**config.mk**
```make
export PLATFORM = sky130hd
export DESIGN_NAME = mod_shift_reduce
export DESIGN_NICKNAME = d
export VERILOG_FILES = /design/src/rtl/mod_shift_reduce.sv
export SDC_FILE = /design/constraint.sdc
export NUM_CORES = 1
export LEC_CHECK = 0
export ABC_CLOCK_PERIOD_IN_PS = 4800
export BUFFER_PORTS_ARGS = -buffer_cell sky130_fd_sc_hd__buf_4
export CORE_MARGIN = 2
export CORE_UTILIZATION = 55
export DETAILED_ROUTE_END_ITERATION = 16
export GPL_TIMING_DRIVEN = 0
export PLACE_DENSITY = 0.79
export SYNTH_ARGS = -nofsm -noshare
export SYNTH_HDL_FRONTEND = slang
export SYNTH_SLANG_ARGS = --single-unit
```
**constraint.sdc**
```tcl
create_clock -name clk -period 4.8 [get_ports clk]
set_clock_uncertainty 0.15 [all_clocks]
set_input_delay 0.24 -clock clk [delete_from_list [all_inputs] [get_ports clk]]
set_output_delay 0.24 -clock clk [all_outputs]
set_load 0.01 [all_outputs]
```
**src/rtl/mod_shift_reduce.sv**
```systemverilog
// mod_shift_reduce: result = (num_in * 2^len) mod modulus via restoring shift-subtract
module mod_shift_reduce #(
    parameter int W     = 32,
    parameter int LEN_W = 8,
    parameter int STEP  = 1
) (
    input  logic             clk,
    input  logic             rst,
    input  logic             start,
    input  logic             abort,
    input  logic [LEN_W-1:0] len,
    input  logic [W-1:0]     num_in,
    input  logic [W-1:0]     modulus,
    output logic             ready,
    output logic             done,
    output logic             err,
    output logic [W-1:0]     result
);
    localparam int CW = LEN_W + $clog2(W) + 1;
    typedef enum logic [1:0] {IDLE, CALC, DONE} state_t;
    state_t state_q, state_d;
    logic [W-1:0] n_q, n_d, m_q, m_d, result_q, result_d, n_s;
    logic [W:0] r_q, r_d, r_s, t;
    logic [CW-1:0] cnt_q, cnt_d;
    logic err_q, err_d;
    // STEP chained iterations; the dividend shifts out MSB-first with zeros trailing, stages past the remaining count hold r
    always_comb begin
        r_s = r_q;
        n_s = n_q;
        t = '0;
        for (int i = 0; i < STEP; i++) begin
            t = {r_s[W-1:0], n_s[W-1]};
            t = t >= {1'b0, m_q} ? t - {1'b0, m_q} : t;
            r_s = CW'(i) < cnt_q ? t : r_s;
            n_s = CW'(i) < cnt_q ? n_s << 1 : n_s;
        end
    end
    // control: accept in IDLE, iterate in CALC, latch result on the edge entering DONE
    always_comb begin
        state_d = state_q;
        n_d = n_q;
        m_d = m_q;
        r_d = r_q;
        cnt_d = cnt_q;
        result_d = result_q;
        err_d = err_q;
        if (state_q == IDLE && start) begin
            n_d = num_in;
            m_d = modulus;
            r_d = '0;
            cnt_d = CW'(W) + CW'(len);
            state_d = modulus == '0 ? DONE : CALC;
            result_d = modulus == '0 ? '0 : result_q;
            err_d = modulus == '0 ? 1'b1 : err_q;
        end else if (state_q == CALC) begin
            n_d = n_s;
            r_d = r_s;
            cnt_d = cnt_q > CW'(STEP) ? cnt_q - CW'(STEP) : '0;
            state_d = abort ? IDLE : cnt_d == '0 ? DONE : CALC;
            result_d = !abort && cnt_d == '0 ? r_s[W-1:0] : result_q;
            err_d = !abort && cnt_d == '0 ? 1'b0 : err_q;
        end else if (state_q == DONE) begin
            state_d = IDLE;
        end
    end
    // state and datapath registers
    always_ff @(posedge clk) begin
        if (rst) begin
            state_q <= IDLE;
            n_q <= '0;
            m_q <= '0;
            r_q <= '0;
            cnt_q <= '0;
            result_q <= '0;
            err_q <= 1'b0;
        end else begin
            state_q <= state_d;
            n_q <= n_d;
            m_q <= m_d;
            r_q <= r_d;
            cnt_q <= cnt_d;
            result_q <= result_d;
            err_q <= err_d;
        end
    end
    assign ready = state_q == IDLE;
    assign done = state_q == DONE;
    assign err = err_q;
    assign result = result_q;
endmodule

```
# [Word level (Yosys, flattened, before mapping)]
# Cells that the tools add are included.
# Widths: inputs -> output; s select.
[op_classes] add_sub_neg=3 order_cmp=3 n_eq_ne=3 n_mux=22 reduce_logical=13
[op_table] cell="$mux 32" n=9
[op_table] cell="$mux 14" n=3
[op_table] cell="$ge 33x32->1" n=1
[op_table] cell="$logic_not 32->1" n=1
[op_table] cell="$sub 32x32->32" n=1
[op_table] cell="$gt 14x1->1 const B" n=1
[op_table] cell="$logic_not 14->1" n=1
[op_table] cell="$lt 1x14->1 const A" n=1
[op_table] cell="$sub 14x1->14 const B" n=1
[op_table] cell="$mux 2" n=6
[op_table] cell="$add 6x8->9 const A" n=1
[op_table] cell="$reduce_bool 2->1" n=3
[op_table] cell="$mux 1" n=4
[op_table] cell="$reduce_and 3->1" n=1
[op_table] cell="$reduce_bool 3->1" n=1
[op_table] cell="$eq 2x1->1 const B" n=1
[op_table] cell="$eq 2x2->1 const B" n=1
[op_table] cell="$logic_and 1x1->1" n=2
[op_table] cell="$logic_not 2->1" n=1
[op_table] cell="$ne 2x1->1 const B" n=1
[op_table] cell="$reduce_and 2->1" n=1
[op_table] cell="$reduce_or 2->1" n=1
[op_table] cell="$logic_not 1->1" n=1
[word_totals] regBits=145 inputBits=76 output_inout_bits=35 word_cells=51

# [Longest topological paths before layout]
# Gate-level depths: netlist (run 1).
[depth] depth_word=7 depth_mapped=15 depth_no_buf=14

# [Worst setup path before layout (run 1)]
# No wires, ideal clock.
[synth_path] path_kind="register to register" start="register n_q[31]" end="register r_q[30]" setup_time_ns=0.071 arrival_ns=2.846 t_required_ns=4.579 slack_ns=1.734 path_stages_with_launch=15 n_path_buf=0 synth_period_minus_slack_ns=3.066 path_cell_list="dfxtp_1 > inv_1 > ha_1 > inv_1 > fa_1 > a21oi_1 > o22ai_1 > o21ai_0 > o2111ai_1 > a31o_2 > a21o_1 > o31ai_1 > xnor2_1 > o21ai_0 > a21oi_1"
[synth_via] elab_chain_cells=3 word_cells_on_any_way=4 classes_between="add/sub (1); order compare (1); mux (2)"
[synth_lines] element="start, declared" line_no="22" source="logic [W-1:0] n_q, n_d, m_q, m_d, result_q, result_d, n_s;"
[synth_lines] element="start signal, assigned" line_no="78" source="n_q <= n_d;"
[synth_lines] element="$sub 32x32->32 or $ge 33x32->1 (tied branches)" line_no="33" source="t = t >= {1'b0, m_q} ? t - {1'b0, m_q} : t;"
[synth_lines] element="$mux 32 (*)" line_no="33"
[synth_lines] element="$mux 32 (*)" line_no="34" source="r_s = CW'(i) < cnt_q ? t : r_s;"
[synth_lines] element="end signal, assigned" line_no="80" source="r_q <= r_d;"
[synth_lines] element="end, declared" line_no="23" source="logic [W:0] r_q, r_d, r_s, t;"
# Mark *: on every way between the ends. The rest lies on a longest branch, timed or not.
# A chain may end at the register's enable or synchronous reset.

# [Final worst setup path (run 1)]
[layout_path] start="register cnt_q[0]" end="register result_q[30], in the netlist result[30]"
[layout_via] elab_chain_cells=6 word_cells_on_any_way=12 classes_between="add/sub (1); order compare (2); mux (5); reduce/logical (4)"
[layout_lines] element="start, declared" line_no="24" source="logic [CW-1:0] cnt_q, cnt_d;"
[layout_lines] element="start signal, assigned" line_no="81" source="cnt_q <= cnt_d;"
[layout_lines] element="$sub 14x1->14 or $gt 14x1->1 (tied branches)" line_no="58" source="cnt_d = cnt_q > CW'(STEP) ? cnt_q - CW'(STEP) : '0;"
[layout_lines] element="$mux 14" line_no="58"
[layout_lines] element="$logic_not 14->1" line_no="60" source="result_d = !abort && cnt_d == '0 ? r_s[W-1:0] : result_q;"
[layout_lines] element="$logic_and 1x1->1" line_no="60"
[layout_lines] element="$reduce_bool 2->1 (no line)"
[layout_lines] element="$reduce_and 3->1 (no line)"
[layout_lines] element="end signal, assigned" line_no="82" source="result_q <= result_d;"
[layout_lines] element="end, declared" line_no="22"
# Parallel ways exist; a longest one is shown, timed or not. The select of a mux whose other input is x is not followed.

==> results.md, run 1 <==
- Minimum clock period: 3.98 ns
- Worst slew pin tran: 1.04 ns
- Number of synthesized register bits: 145
- Core area: 14,500 um^2
- Period utilization: 0.830
- Post-CTS Setup Bufs: 0
- Via Count: 8,823
- VDD IR max: 0.000277 V
- CP bufs+invs: 4
- Num CTS Buffers: 17
- RSZ-0062 raised after global routing: false
- Commonest non-fill, non-tap cells in the layout: nand2_1 (212), dfxtp_1 (145), nor2_1 (123), buf_4 (110), a21oi_1 (96)
- Die span in y: 126 um
- RR Startpoint: cnt_q[0]
- CP required: 5.01 ns
- Site Rows: 44
- Most common cell after layout, fill and taps aside: nand2_1
- FF-to-FF path depth: 15
- Multi-input logic area: 4850 um^2
- Register Area: 2900 um^2
- Die ar.: 15,900 um^2
- Avg WL per Cell: 17.8 um
- Max-slew violations: 0
- Hold path start: len[1]
- Stages on the worst setup path: 15
- Largest net degree at the start of global routing: 17
- Share of post-route cells with drive strength above 1: 0.121
- Netlist cell types: 66
- Critical Path AT: 4.20 ns
- Hold Slack: 0.0572 ns
- Initial core utilization: 0.564
- Total negative slack: 0 ns
- Highest Clock Rate: 251 MHz
- Worst skew pair latency: 0.42 ns
- CTS clock-pin slew for the worst setup and hold paths: 0.06 ns
- Syn Nets: 1,220
- Nets@finish: 1,420
- Final hold vios: 0
- HPWL after detailed placement: 19,000 um
- Final wirelength: 26,800 um
- Clk sinks: 145
- Vias in the first global route: 8,352
- Total Routing Usage GR: 0.331
- R2R Path End: result[30]
- GRT overflow: 0
- Layout fillers: 1,191
- Port Buf Inserts: 110
- Critical path's largest stage delay: 0.87 ns
- Critical Path Source Type: register
- DR vias/cell: 5.87
- Hold path depth: 4
- CP top delay family: compound AO/OA/AOI/OAI gates
- FF-to-FF setup slack: 0.82 ns
- First-pass GRT wire length: 42,000 um
- Cell Pwr Density: 403 nW/um^2
- Initial antenna violation count: 1
- Min-delay worst type: in -> reg
- Headroom to the max-slew limit: 0.308
- Cells after synthesis: 1,108
- Ports: 111
- CTS Root Buffer Type: clkbuf_16
- Critical path class: reg -> reg
- Area delta synth->final: 28.0%
- Leakage power: 0.00435 uW
- Final RePlAce weighted congestion: 0.982
- CTS tree: yes
- ANT nets after route: 0
- Asr flop ratio synth: 0
- Worst Path Max Fanout: 10
- Avg Synthesized Cell Area: 7.40 um^2
- Post-Synthesis Cell Area: 8200 um^2
- Slowest cell on crit path: a211oi_2
- Die X: 126 um
- Drt drc: 0
- CP Cell Sequence: inv_1 -> ha_1 -> buf_2 -> or4b_1 -> buf_2 -> nor2_1 -> o21ai_0 -> o21ai_1 -> nand4bb_1 -> nor3_1 -> nor3b_1 -> a211oi_2 -> buf_2 -> a21oi_1 -> a21oi_2
- CP Capture Type: register
- Initial DRC Count: 796
- Seq/Total Area, Yosys: 0.354
- CTS max path bufs: 2
- Outcome: completed
- Critical path's most frequent cell: buf_2
- Pre-antenna DRT Iters: 6
- Max-cap violations: 0
- CTS H-tree depth: 4
- Hold path endpoint: cnt_q[1]
- Synth Flop Type: dfxtp_1
- Post-synth EDFFs: 0
- Yosys warns: 0
- Final setup vio count: 0
-- worst max path at each step --
stage	start	to	slack (ns)
floorplan	n_q[31]	r_q[30]	1.73
global placement	cnt_q[0]	r_q[28]	0.70
detailed placement	cnt_q[0]	result[30]	0.98
CTS	cnt_q[0]	result[30]	0.92
global route	cnt_q[0]	result[16]	0.60
finish	cnt_q[0]	result[30]	0.82
-- Yosys cell counts, types with 2 or more instances --
cell	n	area (um^2)
a21o_1	12	90.1
nand3_1	17	85.1
nand2_1	212	796
a311oi_1	28	245
or3_1	11	68.8
nand4_1	12	75.1
nor3b_1	3	22.5
and3_1	3	18.8
dfxtp_1	145	2900
ha_1	35	438
buf_1	5	18.8
nor3_1	17	85.1
o21ai_1	2	10.0
nor2b_1	9	56.3
o31ai_1	3	22.5
a21oi_1	96	480
mux2i_1	27	270
inv_1	48	180
xor2_1	5	43.8
o22ai_1	4	25.0
a31oi_1	13	81.3
and4_1	2	17.5
xnor2_1	29	254
o21bai_1	9	67.6
a22oi_1	4	30.0
clkbuf_1	56	210
nand2b_1	5	31.3
buf_2	8	40.0
nor2_1	123	462
a211o_1	2	17.5
a211oi_2	2	25.0
o211ai_1	4	30.0
o21a_1	3	22.5
nor4_1	14	87.6
a211oi_1	22	165
o21ai_0	88	440
-- report_power, final --
| group | total (uW) | internal, uW | switching, uW | leakage [uW] |
|---|---|---|---|---|
| Combinational | 1680 | 659 | 1020 | 0.00292 |
| Sequential | 1360 | 1290 | 69.3 | 0.00119 |
| Clock | 1190 | 679 | 513 | 0.000251 |
-- routing by layer --
layer / share of wire / GRT usage / up-vias / wire length (um)
met5: 0 / 0 / - / 0
met4: 0.044 / 0.158 / 0 / 1180
met3: 0.075 / 0.0586 / 80 / 2010
met2: 0.46 / 0.538 / 431 / 12300
met1: 0.42 / 0.427 / 4031 / 11300
li1: - / - / 4281 / -
-- repair_timing --
item | 4_1_cts | 5_1_grt
gates resized for setup | 0 | 0
hold buffers | 71 | 0
hold endpoints to repair | 70 | 0
-- metrics by stage --
stage / instance area [um^2] / total power (uW) / utilization / worst slack (ns) / instances
floorplan: 8200 / 2530 / - / 1.73 / 1108
global placement: 9260 / 2940 / 0.637 / 0.697 / 1402
detailed placement: 9270 / 2960 / 0.637 / 0.979 / 1402
CTS: 10500 / 4200 / 0.722 / 0.916 / 1503
global route: 10500 / 4450 / 0.722 / 0.597 / 1504
finish: 10500 / 4230 / 0.722 / 0.815 / 1504
-- worst min-delay path, delay by kind of cell --
kind,cells,cell delay (ns)
AOI/OAI and AO/OA,1,0.16
and+or+nand+nor,2,0.11
buffers and inverters,1,0.08
-- state kept, by name, indices dropped and copies added, names as in the netlist --
register  count
result       32
err           1
r_q          32
state_q       2
cnt_q        14
m_q          32
n_q          32
-- cells by family after synthesis --
family	synth area share
AND/OR/NAND/NOR	0.233
AO/OA/AOI/OAI	0.232
flip-flops	0.354
buffers and inverters	0.0561
adder cells (fa/ha/maj)	0.0558
XOR/XNOR	0.0363
multiplexers	0.0329
-- cell type report --
cell class	instances	share of cell area
clock buffer	21	0.0439
antenna	1	0.000238
sequential	145	0.276
clock inverter	9	0.00572
tap	184	0.0219
multi-input combinational	845	0.462
buffer	70	0.0267
timing repair buffer	181	0.146
inverter	48	0.0172
(Power assumes the default switching activity.)
==> run 2, diff against run 1 <==
==> config.mk (replaced) <==
export PLATFORM = sky130hd
export DESIGN_NAME = mod_shift_reduce
export DESIGN_NICKNAME = d
export VERILOG_FILES = /design/src/rtl/mod_shift_reduce.sv
export SDC_FILE = /design/constraint.sdc
export NUM_CORES = 1
export LEC_CHECK = 0
export ABC_AREA = 1
export ABC_CLOCK_PERIOD_IN_PS = 3590
export BUFFER_PORTS_ARGS = -buffer_cell sky130_fd_sc_hd__buf_4
export CORE_MARGIN = 2
export CORE_UTILIZATION = 54
export DETAILED_ROUTE_END_ITERATION = 16
export GPL_TIMING_DRIVEN = 0
export PLACE_DENSITY = 0.8
export SYNTH_ARGS = -nofsm -noshare
export SYNTH_HDL_FRONTEND = slang
export SYNTH_SLANG_ARGS = --single-unit
==> constraint.sdc (replaced) <==
create_clock -name clk -period 3.59 [get_ports clk]
set_clock_uncertainty 0.15 [all_clocks]
set_input_delay 0.1795 -clock clk [delete_from_list [all_inputs] [get_ports clk]]
set_output_delay 0.1795 -clock clk [all_outputs]
set_load 0.01 [all_outputs]
==> run 2 against run 1 <==
Combinational power grew to 4.6 times the previous value. Core utilization shrank 4.3 points. Hold slack lost 0.011 ns. Sequential cell count is the same. Setup slack lost 0.29 ns. Sequential share of layout area shrank 3.7 points. Via count grew 24%. Sequential power grew 70%. Maximum frequency grew 30%. Count of clock-buffer cells in the layout shrank 3.
==> results.md, run 2 <==
- Outcome: completed
- Stages on the worst setup path: 13
- Critical Path Source Type: register
- Final wirelength: 31,900 um
- Critical path's largest stage delay: 0.53 ns
- Register Area: 2900 um^2
- Post-Synth XOR/XNOR Area: 0.0171
- Min-delay worst type: in -> reg
- Vias in the first global route: 10,700
- Dpl ws: 0.689 ns
- Share of post-route cells with drive strength above 1: 0.132
- Pre-antenna DRT Iters: 5
- Die ar.: 19,100 um^2
- CTS H-tree depth: 4
- Final setup vio count: 0
- Number of synthesized register bits: 145
- Critical path endpoint: result[8]
- Synth top cells by count: nand2_1 (491), inv_1 (228), nand3_1 (151), dfxtp_1 (145), a21oi_1 (95)
- Seq/Total Area, Yosys: 0.298
- Avg WL per Cell: 16.0 um
- Avg Synthesized Cell Area: 6.26 um^2
- Num CTS Buffers: 17
- VDD IR max: 0.000521 V
- Post-synth EDFFs: 0
- Synth top area share: 0.298
- Crit path from: r_q[14]
- Final core occ: 0.680
- Slowest cell on crit path: clkbuf_1
- Via Count: 10,900
- Cell Pwr Density: 978 nW/um^2
- Most common cell after layout, fill and taps aside: nand2_1
- Yosys warns: 0
- Port Buf Inserts: 110
- Critical path's most frequent cell: nand2_1
- Synth Area in Adders: 0.0471
- CP required: 3.79 ns
- Hold path start: abort
- First-pass GRT wire length: 52,300 um
- Synth Area in Simple Gates: 0.379
- Final hold vios: 0
- R2R Path End: result[8]
- Ports: 111
- CTS clock-pin slew for the worst setup and hold paths: 0.06 ns
- Headroom to the max-slew limit: 0.379
- Final RePlAce weighted congestion: 1.00
- Period utilization: 0.853
- Total Routing Usage GR: 0.336
- Drt drc: 0
- Worst skew pair latency: 0.43 ns
- CP top delay family: simple AND/OR/NAND/NOR gates
- Die span in y: 138 um
- HPWL after detailed placement: 23,800 um
- Largest family of logic cells by synthesized area: simple AND/OR/NAND/NOR gates
- CTS max path bufs: 2
- CTS Root Buffer Type: clkbuf_16
- ANT nets after route: 0
- Synth area leaders: dfxtp_1 (30%), nand2_1 (19%), inv_1 (8.8%), nand3_1 (7.8%), a21oi_1 (4.9%)
- Multi-input logic area: 5650 um^2
- Site Rows: 49
- Clk sinks: 145
- Synth area leader: dfxtp_1
- CP bufs+invs: 1
- Synth Flop Type: dfxtp_1
- Initial DRC Count: 865
- RR Startpoint: r_q[14]
- Critical Path AT: 3.26 ns
- Initial core utilization: 0.545
- Count leader, synth: nand2_1
- N_diodes: 0
- Synth Area in Compound Gates: 0.138
- Commonest non-fill, non-tap cells in the layout: nand2_1 (491), inv_1 (228), nand3_1 (151), dfxtp_1 (145), buf_4 (113)
- FF-to-FF setup slack: 0.53 ns
- Initial antenna violation count: 0
- CP Capture Type: register
- FF-to-FF path depth: 13
- Critical path class: reg -> reg
- Cells after synthesis: 1,554
- Layout fillers: 1,565
- RSZ-0062 raised after global routing: false
- Max-cap violations: 0
- Nets@finish: 1,867
- DR vias/cell: 5.47
- Area delta synth->final: 24.7%
- Largest net degree at the start of global routing: 17
- Syn Nets: 1,666
- Hold Slack: 0.0464 ns
- Asr flop ratio synth: 0
- Netlist cell types: 42
- Worst Path Max Fanout: 10
- Max-slew violations: 0
- Leakage power: 0.00586 uW
- Post-Synthesis Cell Area: 9730 um^2
- GRT overflow: 0
- CP Cell Sequence: ha_1 -> nand2_1 -> nor2_1 -> nand2_1 -> nor2_1 -> nand2_1 -> nand2_1 -> nor2_1 -> clkbuf_1 -> nand3_1 -> nand3_1 -> nand3_2 -> a21oi_2
- Worst slew pin tran: 0.932 ns
- CTS tree: yes
- Mux contribution to synthesized area: 0
- Minimum clock period: 3.06 ns
- Core area: 17,800 um^2
- Die X: 138 um
- Total negative slack: 0 ns
- Highest Clock Rate: 327 MHz
- Post-route setup slack: 0.529 ns
## run 2: worst min path at each step
stage	endpoint	slack (ns)	cells past startpoint
2_1_floorplan	n_q[0]	0.18	2
4_1_cts	state_q[0]	0.03	4
3_5_place_dp	n_q[20]	0.30	2
3_3_place_gp	m_q[16]	0.29	2
5_1_grt	state_q[0]	0.10	4
6_report	state_q[0]	0.05	4
## run 2: per-stage QoR
| step | instance area [um^2] | cells | power (uW) |
|---|---|---|---|
| 2_1_floorplan | 9730 | 1554 | 7960 |
| 3_3_place_gp | 10800 | 1893 | 9750 |
| 3_5_place_dp | 10800 | 1893 | 9850 |
| 4_1_cts | 12100 | 1997 | 11700 |
| 5_1_grt | 12100 | 1997 | 12900 |
| 6_report | 12100 | 1997 | 11900 |
## run 2: layer usage
| layer | vias to the layer above | GRT usage | share of wire |
|---|---|---|---|
| met5 | - | 0 | 0 |
| met4 | 0 | 0.201 | 0.061 |
| met1 | 4932 | 0.391 | 0.40 |
| met3 | 128 | 0.0672 | 0.072 |
| met2 | 471 | 0.571 | 0.46 |
| li1 | 5387 | - | - |
## run 2: final cells by class
class	count	area share
Multi-Input combinational cell	1111	0.466
Inverter	233	0.0721
Clock buffer	18	0.0362
Clock inverter	14	0.0107
Tap cell	229	0.0236
Buffer	65	0.0242
Timing Repair Buffer	182	0.128
Sequential cell	145	0.239
## run 2: cell families (layout without fill, tap and decap cells)
kind of cell / Yosys count / after routing
buf+inv: 298 / 512
flops: 145 / 145
fa+ha+maj: 36 / 36
compound gates: 226 / 226
xor+xnor: 19 / 19
simple gates: 830 / 830
## run 2: what timing repair did
action                                 CTS  global route
resized for setup                        0             0
buffers inserted                         0             0
hold buffers                            72             0
endpoints found under the hold margin   72             0
## run 2: worst reg2reg max path, cell delays in order (launching register included)
cell      delay [ns]
dfxtp_1         0.46
ha_1            0.35
nand2_1         0.15
nor2_1          0.09
nand2_1         0.12
nor2_1          0.06
nand2_1         0.10
nand2_1         0.06
nor2_1          0.33
clkbuf_1        0.53
nand3_1         0.14
nand3_1         0.21
nand3_2         0.10
a21oi_2         0.13
## run 2: power by group
group	leakage, uW	switching, uW	total (uW)	internal (uW)
Combinational	0.00441	5370	7810	2440
Clock	0.000266	760	1740	980
Sequential	0.00119	306	2310	2010
Total	0.00586	6440	11900	5430
